$ cat src/rtl/qbert_pkg.sv
// Shared types and helpers for the Q*bert jump controller.
package qbert_pkg;

    // Jump command codes as seen by the sprite layer.
    typedef enum logic [2:0] {
        NONE = 3'b000,
        DR   = 3'b001,
        DL   = 3'b010,
        UR   = 3'b011,
        UL   = 3'b100
    } jump_dir_t;

    // Controller states.
    typedef enum logic [2:0] {
        IDLE   = 3'd0,
        READY  = 3'd1,
        LAUNCH = 3'd2,
        MOVE   = 3'd3,
        FALL   = 3'd4,
        OVER   = 3'd5
    } ctrl_state_t;

    // Index of the first cube in row r, r*(r+1)/2, as a sum of small terms.
    // Only ever evaluated on constants to build a lookup table.
    function automatic int row_base(input int r);
        int acc;
        acc = 0;
        for (int i = 1; i <= r; i++) acc += i;
        return acc;
    endfunction

endpackage

$ cat src/rtl/qbert_pyramid_nav.sv
// Pyramid navigation: from the current cube and a direction, produce the
// target row/col, its linear index and whether the jump leaves the pyramid.
// A bad jump reports the current cube as the target.
module qbert_pyramid_nav
    import qbert_pkg::*;
#(
    parameter int N_ROW  = 7,
    parameter int N_CUBE = 28,
    parameter int RW     = $clog2(N_ROW + 1),
    parameter int IW     = $clog2(N_CUBE)
) (
    input  logic [RW-1:0] row,
    input  logic [RW-1:0] col,
    input  jump_dir_t     dir,
    output logic [RW-1:0] next_row,
    output logic [RW-1:0] next_col,
    output logic [IW-1:0] next_index,
    output logic          bad
);

    // Constant table of row start indices, so no multiplier is needed.
    logic [IW-1:0] base_lut [2**RW];

    for (genvar g = 0; g < 2**RW; g++) begin : g_base
        assign base_lut[g] = IW'(row_base(g));
    end

    // Apply the move, or stay put when the move falls off an edge.
    always_comb begin
        next_row = row;
        next_col = col;
        bad      = 1'b0;
        case (dir)
            DR: begin
                if (row == RW'(N_ROW - 1)) bad = 1'b1;
                else begin
                    next_row = row + RW'(1);
                    next_col = col + RW'(1);
                end
            end
            DL: begin
                if (row == RW'(N_ROW - 1)) bad = 1'b1;
                else next_row = row + RW'(1);
            end
            UR: begin
                if (col == row) bad = 1'b1;
                else next_row = row - RW'(1);
            end
            UL: begin
                if (col == '0) bad = 1'b1;
                else begin
                    next_row = row - RW'(1);
                    next_col = col - RW'(1);
                end
            end
            default: ;
        endcase
        next_index = base_lut[next_row] + IW'(next_col);
    end

endmodule

$ cat src/rtl/qbert_jump_ctrl.sv
// Q*bert jump controller: turns button edges into jump commands, tracks the
// current cube, the visited bitmap and the lives counter.
//
// Sprite handshake: a command (e_jump_qb/e_next_qb/e_bad_jump) is raised in
// LAUNCH and held unchanged until the sprite layer has taken it (done_move
// drops to 0) and then finished it (done_move returns to 1); the command is
// retired on the cycle that rising edge is seen.
module qbert_jump_ctrl
    import qbert_pkg::*;
#(
    parameter int N_ROW       = 7,
    parameter int N_cube      = 28,
    parameter int RESPAWN_CYC = 50_000_000,
    parameter int N_LIVES     = 3
) (
    input  logic              clk,
    input  logic              reset,
    input  logic              start,
    input  logic [3:0]        btn_dir,
    input  logic              done_move,
    output logic              e_start_qb,
    output logic [2:0]        e_jump_qb,
    output logic              e_bad_jump,
    output logic [N_cube-1:0] position_qb,
    output logic [N_cube-1:0] e_next_qb,
    output logic [N_cube-1:0] cube_visited,
    output logic              all_visited,
    output logic [1:0]        lives,
    output logic              game_over,
    output logic [2:0]        state_dbg
);

    localparam int RW = $clog2(N_ROW + 1);
    localparam int IW = $clog2(N_cube);
    localparam int CW = $clog2(RESPAWN_CYC + 1);

    ctrl_state_t   state, state_n;
    logic [3:0]    btn_r, btn_p;
    logic          start_r, start_p, done_r, done_p;
    logic [RW-1:0] row, col, tgt_row, tgt_col;
    logic [RW-1:0] nav_row, nav_col;
    logic [IW-1:0] nav_idx;
    logic          nav_bad;
    logic [CW-1:0] fall_cnt;
    jump_dir_t     req_dir;
    logic          do_start, do_launch, move_end, land_good;
    logic          fall_done, respawn, lose_last;

    wire [3:0] btn_edge   = btn_r & ~btn_p;
    wire       start_rise = start_r & ~start_p;
    wire       done_rise  = done_r & ~done_p;

    assign all_visited = &cube_visited;
    assign state_dbg   = state;

    // Register the asynchronous-ish inputs once and keep a delayed copy for edges.
    always_ff @(posedge clk) begin
        if (reset) begin
            btn_r   <= '0;
            btn_p   <= '0;
            start_r <= 1'b0;
            start_p <= 1'b0;
            done_r  <= 1'b0;
            done_p  <= 1'b0;
        end else begin
            btn_r   <= btn_dir;
            btn_p   <= btn_r;
            start_r <= start;
            start_p <= start_r;
            done_r  <= done_move;
            done_p  <= done_r;
        end
    end

    // Resolve simultaneous button edges: DR > DL > UR > UL.
    always_comb begin
        req_dir = NONE;
        if (btn_edge[0])      req_dir = DR;
        else if (btn_edge[1]) req_dir = DL;
        else if (btn_edge[2]) req_dir = UR;
        else if (btn_edge[3]) req_dir = UL;
    end

    qbert_pyramid_nav #(
        .N_ROW  (N_ROW),
        .N_CUBE (N_cube),
        .RW     (RW),
        .IW     (IW)
    ) u_nav (
        .row        (row),
        .col        (col),
        .dir        (req_dir),
        .next_row   (nav_row),
        .next_col   (nav_col),
        .next_index (nav_idx),
        .bad        (nav_bad)
    );

    // State register.
    always_ff @(posedge clk) begin
        if (reset) state <= IDLE;
        else       state <= state_n;
    end

    // Next-state logic and one-cycle datapath strobes.
    always_comb begin
        state_n   = state;
        do_start  = 1'b0;
        do_launch = 1'b0;
        move_end  = 1'b0;
        land_good = 1'b0;
        fall_done = 1'b0;
        respawn   = 1'b0;
        lose_last = 1'b0;
        case (state)
            IDLE, OVER: begin
                if (start_rise) begin
                    do_start = 1'b1;
                    state_n  = READY;
                end
            end
            READY: begin
                if (req_dir != NONE) begin
                    do_launch = 1'b1;
                    state_n   = LAUNCH;
                end
            end
            LAUNCH: begin
                if (!done_r) state_n = MOVE;
            end
            MOVE: begin
                if (done_rise) begin
                    move_end = 1'b1;
                    if (e_bad_jump) state_n = FALL;
                    else begin
                        land_good = 1'b1;
                        state_n   = READY;
                    end
                end
            end
            FALL: begin
                if (fall_cnt == CW'(RESPAWN_CYC - 1)) begin
                    fall_done = 1'b1;
                    if (lives <= 2'd1) begin
                        lose_last = 1'b1;
                        state_n   = OVER;
                    end else begin
                        respawn = 1'b1;
                        state_n = READY;
                    end
                end
            end
            default: state_n = IDLE;
        endcase
    end

    // Game datapath: command latch, position, visited map, lives, respawn timer.
    always_ff @(posedge clk) begin
        if (reset) begin
            e_start_qb   <= 1'b0;
            e_jump_qb    <= NONE;
            e_bad_jump   <= 1'b0;
            position_qb  <= N_cube'(1);
            e_next_qb    <= N_cube'(1);
            cube_visited <= '0;
            lives        <= '0;
            game_over    <= 1'b0;
            row          <= '0;
            col          <= '0;
            tgt_row      <= '0;
            tgt_col      <= '0;
            fall_cnt     <= '0;
        end else begin
            e_start_qb <= do_start | respawn;
            fall_cnt   <= (state == FALL) ? fall_cnt + CW'(1) : '0;
            if (do_start) begin
                lives        <= 2'(N_LIVES);
                cube_visited <= N_cube'(1);
                position_qb  <= N_cube'(1);
                e_next_qb    <= N_cube'(1);
                row          <= '0;
                col          <= '0;
                e_jump_qb    <= NONE;
                e_bad_jump   <= 1'b0;
                game_over    <= 1'b0;
            end
            if (do_launch) begin
                e_jump_qb  <= req_dir;
                e_next_qb  <= N_cube'(1) << nav_idx;
                e_bad_jump <= nav_bad;
                tgt_row    <= nav_row;
                tgt_col    <= nav_col;
            end
            if (move_end) e_jump_qb <= NONE;
            if (land_good) begin
                position_qb  <= e_next_qb;
                cube_visited <= cube_visited | e_next_qb;
                row          <= tgt_row;
                col          <= tgt_col;
            end
            if (fall_done) lives <= lives - 2'd1;
            if (lose_last) game_over <= 1'b1;
            if (respawn) begin
                row         <= '0;
                col         <= '0;
                position_qb <= N_cube'(1);
                e_next_qb   <= N_cube'(1);
                e_bad_jump  <= 1'b0;
            end
        end
    end

endmodule

$ cat config.mk
export PLATFORM = sky130hd
export DESIGN_NAME = qbert_jump_ctrl
export DESIGN_NICKNAME = d
export VERILOG_FILES = /design/src/rtl/qbert_pkg.sv /design/src/rtl/qbert_pyramid_nav.sv /design/src/rtl/qbert_jump_ctrl.sv
export SDC_FILE = /design/constraint.sdc
export NUM_CORES = 1
export LEC_CHECK = 0
export CAP_MARGIN = 20
export CORE_ASPECT_RATIO = 2
export CORE_MARGIN = 2
export CORE_UTILIZATION = 35
export CTS_CLUSTER_DIAMETER = 80
export DETAILED_ROUTE_END_ITERATION = 8
export PLACE_DENSITY = 0.6
export SYNTH_ARGS = -nofsm -noshare
export SYNTH_HDL_FRONTEND = slang
export SYNTH_HIERARCHICAL = 1
export SYNTH_SLANG_ARGS = --single-unit
$ cat constraint.sdc
create_clock -name clk -period 7.4 [get_ports clk]
set_clock_uncertainty 0.1 [all_clocks]
set_input_delay 0.74 -clock clk [delete_from_list [all_inputs] [get_ports clk]]
set_output_delay 0.74 -clock clk [all_outputs]
set_load 0.005 [all_outputs]
Word level (Yosys, flattened, before mapping)
Memory sizes are Yosys's and may differ from the RTL's.
Cells that the tools add are included.

storage, ports and cells
  register bits = 145
  bits in read-only memories = 40
  input bits = 8
  output and inout port bits = 96
  memories = 1

memories
  memory            depth  width  read ports  clocked after memory_dff  write ports  line                     text
  (name not given)  8      5      1           0                         0            qbert_pyramid_nav.sv:58  next_index = base_lut[next_row] + IW'(next_col);

operators by class
  add/sub/neg operators = 7
  magnitude comparators = 2
  equal/unequal tests = 17
  shifts and indexed selects = 1
  mux-type cells = 55
  bitwise gates (word level) = 10
  reductions and logical operators = 14

operators by type and width
  kind                                              count
  2-to-1 mux 28 bit                                 4
  2-to-1 mux 3 bit                                  20
  bitwise OR 28 bit                                 1
  AND reduction 28 bit                              1
  << shifter 1 x 5 -> 28 bit, first input constant  1
  adder 26 x 1 -> 26 bit, second input constant     1
  == test 26 bit, second input constant             1
  2-to-1 mux 1 bit                                  23
  one-hot mux 3 bit (5 select lines)                1
  == test 3 x 2 -> 1 bit, second input constant     4
  == test 3 bit, second input constant              4
  2-to-1 mux 5 bit                                  2
  != test 2 bit, second input constant              5
  OR reduction 2 bit                                5
  one-hot mux 3 bit (3 select lines)                1
  nonzero test 2 bit                                4
  adder 3 x 1 -> 3 bit, second input constant       2
  == test 3 x 1 -> 1 bit, second input constant     2
  zero test 3 bit                                   2
  one-hot mux 3 bit (2 select lines)                1
  subtractor 3 x 1 -> 3 bit, second input constant  2
  adder 5 x 3 -> 5 bit                              1
  AND reduction 5 bit                               1
  AND 4 bit                                         1
  other kinds (12)                                  16

Depth between registers and ports, before layout
  depth in word-level cells = 16
  depth in mapped cells = 22
  depth with buffers taken out = 21

Cells and area by module
The synthesis kept the hierarchy.

modules (own cells, without submodules)
  module             instances  cells each  area an instance (um^2)
  qbert_jump_ctrl    1          592         5,542.8
  qbert_pyramid_nav  1          98          715.7

Least setup slack after synthesis
Ideal clock, no wire load.

  path kind = register to register
  start point = register btn_r[2]
  end point = register e_next_qb[16]
  data arrival time = 4.118 ns
  required time = 7.234 ns
  setup slack = 3.117 ns
  cell stages (with the launch flop) = 20
  buffers on the path = 1
  cell sequence = dfxtp_1 > nor2b_1 > nor2_1 > nor2_1 > clkbuf_1 > a31oi_1 > or3_1 > and3_1 > ha_1 > ha_1 > inv_1 > fa_1 > inv_1 > a21oi_1 > a2111oi_4 > xor2_1 > inv_1 > nor4_2 > a22oi_1 > nor2_1

on the way
  word-level cells in the longest chain between the ends = 14

ends and longest elaborated chain
  element                                                                  line                     text
  start: declaration                                                       qbert_jump_ctrl.sv:38    logic [3:0] btn_r, btn_p;
  start signal: assignment                                                 qbert_jump_ctrl.sv:66    btn_r <= btn_dir;
  AND 4 bit *                                                              qbert_jump_ctrl.sv:49    wire [3:0] btn_edge = btn_r & ~btn_p;
  2-to-1 mux 3 bit *                                                       qbert_jump_ctrl.sv:80    else if (btn_edge[2]) req_dir = UR;
  2-to-1 mux 3 bit *                                                       qbert_jump_ctrl.sv:79    else if (btn_edge[1]) req_dir = DL;
  2-to-1 mux 3 bit *                                                       qbert_jump_ctrl.sv:78    if (btn_edge[0]) req_dir = DR;
  via req_dir[1]                                                           qbert_jump_ctrl.sv:45    jump_dir_t req_dir;
  == test 3 x 1 -> 1 bit / == test 3 x 2 -> 1 bit (equally long branches)  qbert_pyramid_nav.sv:33  case (dir)
  OR reduction 2 bit (no source line)                                      -
  one-hot mux 3 bit (3 select lines)                                       qbert_pyramid_nav.sv:33
  inverter 3 -> 4 bit (implied by the code)                                qbert_pyramid_nav.sv:58
  memory read (8 x 5 bit)                                                  -
  2-to-1 mux 5 bit (implied by the code) (2 in a row)                      qbert_pyramid_nav.sv:58
  adder 5 x 3 -> 5 bit *                                                   qbert_pyramid_nav.sv:58
  via nav_idx[4]                                                           qbert_jump_ctrl.sv:42    logic [IW-1:0] nav_idx;
  << shifter 1 x 5 -> 28 bit *                                             qbert_jump_ctrl.sv:189   e_next_qb <= N_cube'(1) << nav_idx;
  2-to-1 mux 28 bit *                                                      qbert_jump_ctrl.sv:187   if (do_launch) begin
  end signal: assignment                                                   qbert_jump_ctrl.sv:180   e_next_qb <= N_cube'(1);
  end signal: assignment                                                   qbert_jump_ctrl.sv:189
  end signal: assignment                                                   qbert_jump_ctrl.sv:207   e_next_qb <= N_cube'(1);
  end: declaration                                                         qbert_jump_ctrl.sv:25    output logic [N_cube-1:0] e_next_qb,

Mark *: on every way through the listed nets, which the timed path passes. The rest lies on a longest branch. The select of a mux whose other input is x is not followed.
A chain may end at the register's enable or synchronous reset.

Final worst setup path
  start point = register btn_r[1]
  end point = register e_next_qb[24]

on the way
  word-level cells in the longest chain between the ends = 13

ends and longest elaborated chain
  element                                                                  line
  AND 4 bit *                                                              qbert_jump_ctrl.sv:49
  2-to-1 mux 3 bit *                                                       qbert_jump_ctrl.sv:79
  2-to-1 mux 3 bit *                                                       qbert_jump_ctrl.sv:78
  via req_dir[0]                                                           qbert_jump_ctrl.sv:45
  == test 3 x 1 -> 1 bit / == test 3 x 2 -> 1 bit (equally long branches)  qbert_pyramid_nav.sv:33
  OR reduction 2 bit (no source line)                                      -
  one-hot mux 3 bit (3 select lines)                                       qbert_pyramid_nav.sv:33
  inverter 3 -> 4 bit (implied by the code)                                qbert_pyramid_nav.sv:58
  memory read (8 x 5 bit)                                                  -
  2-to-1 mux 5 bit (implied by the code) (2 in a row)                      qbert_pyramid_nav.sv:58
  adder 5 x 3 -> 5 bit *                                                   qbert_pyramid_nav.sv:58
  via nav_idx[4]                                                           qbert_jump_ctrl.sv:42
  << shifter 1 x 5 -> 28 bit *                                             qbert_jump_ctrl.sv:189
  2-to-1 mux 28 bit *                                                      qbert_jump_ctrl.sv:187

Marked as above.

==> flow_metrics.tcl <==
set metrics [dict create \
    synth_top_area_cell "dfxtp_1" \
    syn-num-nets 714 \
    netlist-cell-type-count 63 \
    period_share_pct 64.02 \
    min_to "row[0]$_SDFFE_PP0P_" \
    yosysSeqAreaShare_pct 46.38 \
    numCtsBuffers 17 \
    cts_setup_buffers 0 \
    rows 69 \
    worst_r2r_startpoint "btn_r[1]$_SDFF_PP0_" \
    rsz0062_at_grt "false" \
    stdcell_count 1010 \
    track_usage_pct 16.88 \
    grt_max_degree 64 \
    num_vias 5265 \
    yosys_warnings 6 \
    cts-root-buf "clkbuf_16" \
    r2r_slack_ns 2.66 \
    tightest_slew_ns 0.9873 \
    crit_path_start_kind "register" \
    initial_core_util_pct 35.54 \
    final_util_pct 45.45 \
    numClockSinks 145 \
    diodes 0 \
    min_path_cells 2 \
    core_mm2 0.01761 \
    fin_nets 808 \
    max_slew_margin_pct 34.18 \
    hp-class "register to register" \
    worstSetupPathType "register to register" \
    fmax_ghz 0.2111 \
    die_w_um 98.56 \
    worstPathRequired_ns 7.66 \
    finalCriticalPeriod_ns 4.737 \
    clock_latency_ns 0.42 \
    via_per_inst 5.213 \
    synth_ff_type "dfxtp_1" \
    worst_r2r_endpoint "e_next_qb[24]$_SDFFE_PP0P_" \
    path_max_fanout 10 \
    antenna_found_initial 0 \
    drive_gt1_share_pct 7.026 \
    wirelength_mm 15.89 \
    ys_ff_latch 145 \
    endpoint_kind "register" \
    synth-edff-count 0 \
    gr-total-overflow 0 \
    dp_cells 978 \
    ir_worst_vdd_uv 177.9 \
    slew_violations 0 \
    min_from "tgt_row[0]$_SDFFE_PP0P_" \
    post_cts_resized 0 \
    route.detailed.drc 0 \
    hold_buffers 0 \
    wl_per_cell_um 15.73 \
    synth_top_area_share_pct 46.38 \
    globalplace.congestion 0.8963 \
    avgSynthCellArea_um2 9.070 \
    timing.final.ws_setup_ns 2.663 \
    io_buffer_count 103 \
    cellPowerDensity_mw_per_mm2 249.1 \
    clk_pin_slew_ns 0.06 \
    cts_tree "built" \
    synth.most_common_cell "dfxtp_1" \
    num_io_pins 104 \
    h-tree-depth 4 \
    synthArstFlopShare_pct 0 \
    hold_viol 0 \
    dr.pass1.iters 4 \
    setup_tns_ns 0 \
    rr_worst_depth 20 \
    synth_area_leaders "dfxtp_1 (46%), nor2_1 (8.0%), a22oi_1 (6.6%)" \
    cap_violations 0 \
    die_area_mm2 0.01903 \
    grt_pass1_vias 4970 \
    dp_slack_ns 2.724 \
    netlist_area_mm2 0.006259 \
    drtIter0Drc 241 \
    die_h_um 193.1 \
    grt_first_pass_wirelength_mm 25.85 \
    synth_cells 690 \
    arrival_ns 4.99 \
    status "finished clean" \
    setup_violations 0 \
    p_leak_nw 2.799 \
    synth.top_cells.by_count "dfxtp_1 (145), nor2_1 (133), a22oi_1 (55)" \
    final_antenna_net_count 0 \
    clk_path_buf_depth 2 \
    syn_to_final_growth_pct 27.91 \
    dp.final_hpwl_mm 11.06 \
]
## stage by stage
stage / hold WS [ns] / power (mW) / cell area, um^2
3_3_place_gp: 0.3373 / 1.099 / 7376
2_1_floorplan: 0.3286 / 1.018 / 6259
4_1_cts: 0.3544 / 2.015 / 8005
3_5_place_dp: 0.3461 / 1.099 / 7376
5_1_grt: 0.3672 / 2.072 / 8005
6_report: 0.3559 / 1.994 / 8005
## how the worst max path moves through the flow
stage	cells after the start	from	to
after CTS	20	btn_r[1]$_SDFF_PP0_	e_next_qb[24]$_SDFFE_PP0P_
after global placement	20	btn_r[1]$_SDFF_PP0_	e_next_qb[16]$_SDFFE_PP0P_
after detailed placement	20	btn_r[1]$_SDFF_PP0_	e_next_qb[24]$_SDFFE_PP0P_
final	20	btn_r[1]$_SDFF_PP0_	e_next_qb[24]$_SDFFE_PP0P_
after global routing	20	btn_r[1]$_SDFF_PP0_	e_next_qb[25]$_SDFFE_PP0P_
after floorplan	19	btn_r[2]$_SDFF_PP0_	e_next_qb[16]$_SDFFE_PP0P_
## cell families (layout without fill, tap and decap cells)
logic type / Yosys count / in the layout / synth area share, %
XOR/XNOR: 32 / 32 / 4.478
adder cells (fa/ha/maj): 16 / 16 / 3.319
flip-flops: 145 / 145 / 46.38
multiplexers: 9 / 9 / 1.459
buffers and inverters: 55 / 162 / 5.038
AND/OR/NAND/NOR: 286 / 286 / 23.35
AO/OA/AOI/OAI: 147 / 147 / 15.97
## sequential cells by signal, summed over array words and instances, names as in the netlist, 2 cells and up
register      flops
btn_p             4
btn_r             4
col               3
cube_visited     28
e_jump_qb         3
e_next_qb        28
fall_cnt         26
lives             2
position_qb      28
row               3
state_dbg         3
tgt_col           3
tgt_row           3
## cell type report
| type | instances | area (um^2) |
|---|---|---|
| fillers | 1766 | 9607 |
| multi-input cells | 490 | 3048 |
| flip-flops and latches | 145 | 2903 |
| repair buffers | 110 | 1084 |
| clock buffers | 19 | 442.9 |
| well taps | 213 | 266.5 |
| clock inverters | 13 | 186.4 |
| inverters | 20 | 75.07 |
## power by group
group | switching, mW | total (mW) | leakage [nW] | internal (mW)
clock network | 0.338 | 0.911 | 0.295 | 0.573
logic | 0.166 | 0.261 | 1.33 | 0.0952
registers | 0.0227 | 0.822 | 1.17 | 0.799
## worst max-delay path, cell delays in order (launching register included)
cell and delay, ns:
dfxtp_1 0.32, nor2b_1 0.30, nand2b_1 0.16, nand2_1 0.19
nor2_1 0.26, nand2_1 0.15, o22a_1 0.25, a21boi_1 0.17
xnor2_1 0.17, ha_1 0.30, ha_1 0.16, inv_1 0.06
fa_1 0.39, inv_1 0.08, a21oi_1 0.09, a2111oi_4 0.34
xor2_1 0.30, inv_1 0.13, nor4_1 0.53, a22oi_1 0.13
nor2_1 0.11
## cell usage in the layout (no fill, tap or decap), drive strengths merged, types with 4 or more instances in the layout
cell           synthesis  final
a211oi                 4      4
a21o                   6      6
a21oi                 48     48
a22oi                 55     55
and3                   6      6
buf                   24      7
bufinv                 0      4
clkbuf                11     19
clkdlybuf4s50          0    103
clkinv                 0      5
clkinvlp               0      4
dfxtp                145    145
ha                    15     15
inv                   20     20
mux2i                  8      8
nand2                 25     25
nand2b                10     10
nand3                 25     25
nand3b                 4      4
nand4                 12     12
nor2                 136    136
nor2b                 25     25
nor3                  13     13
nor4                  11     11
o21ai                 10     10
o31ai                  4      4
or3                    6      6
xnor2                 18     18
xor2                  14     14
## routing by layer
metal	part of all wire, %	global-route usage (%)
met1	45	22.18
met2	48	27.18
met3	5.2	4.037
met4	1.5	5.848
met5	0	0
(Power assumes the default switching activity.)
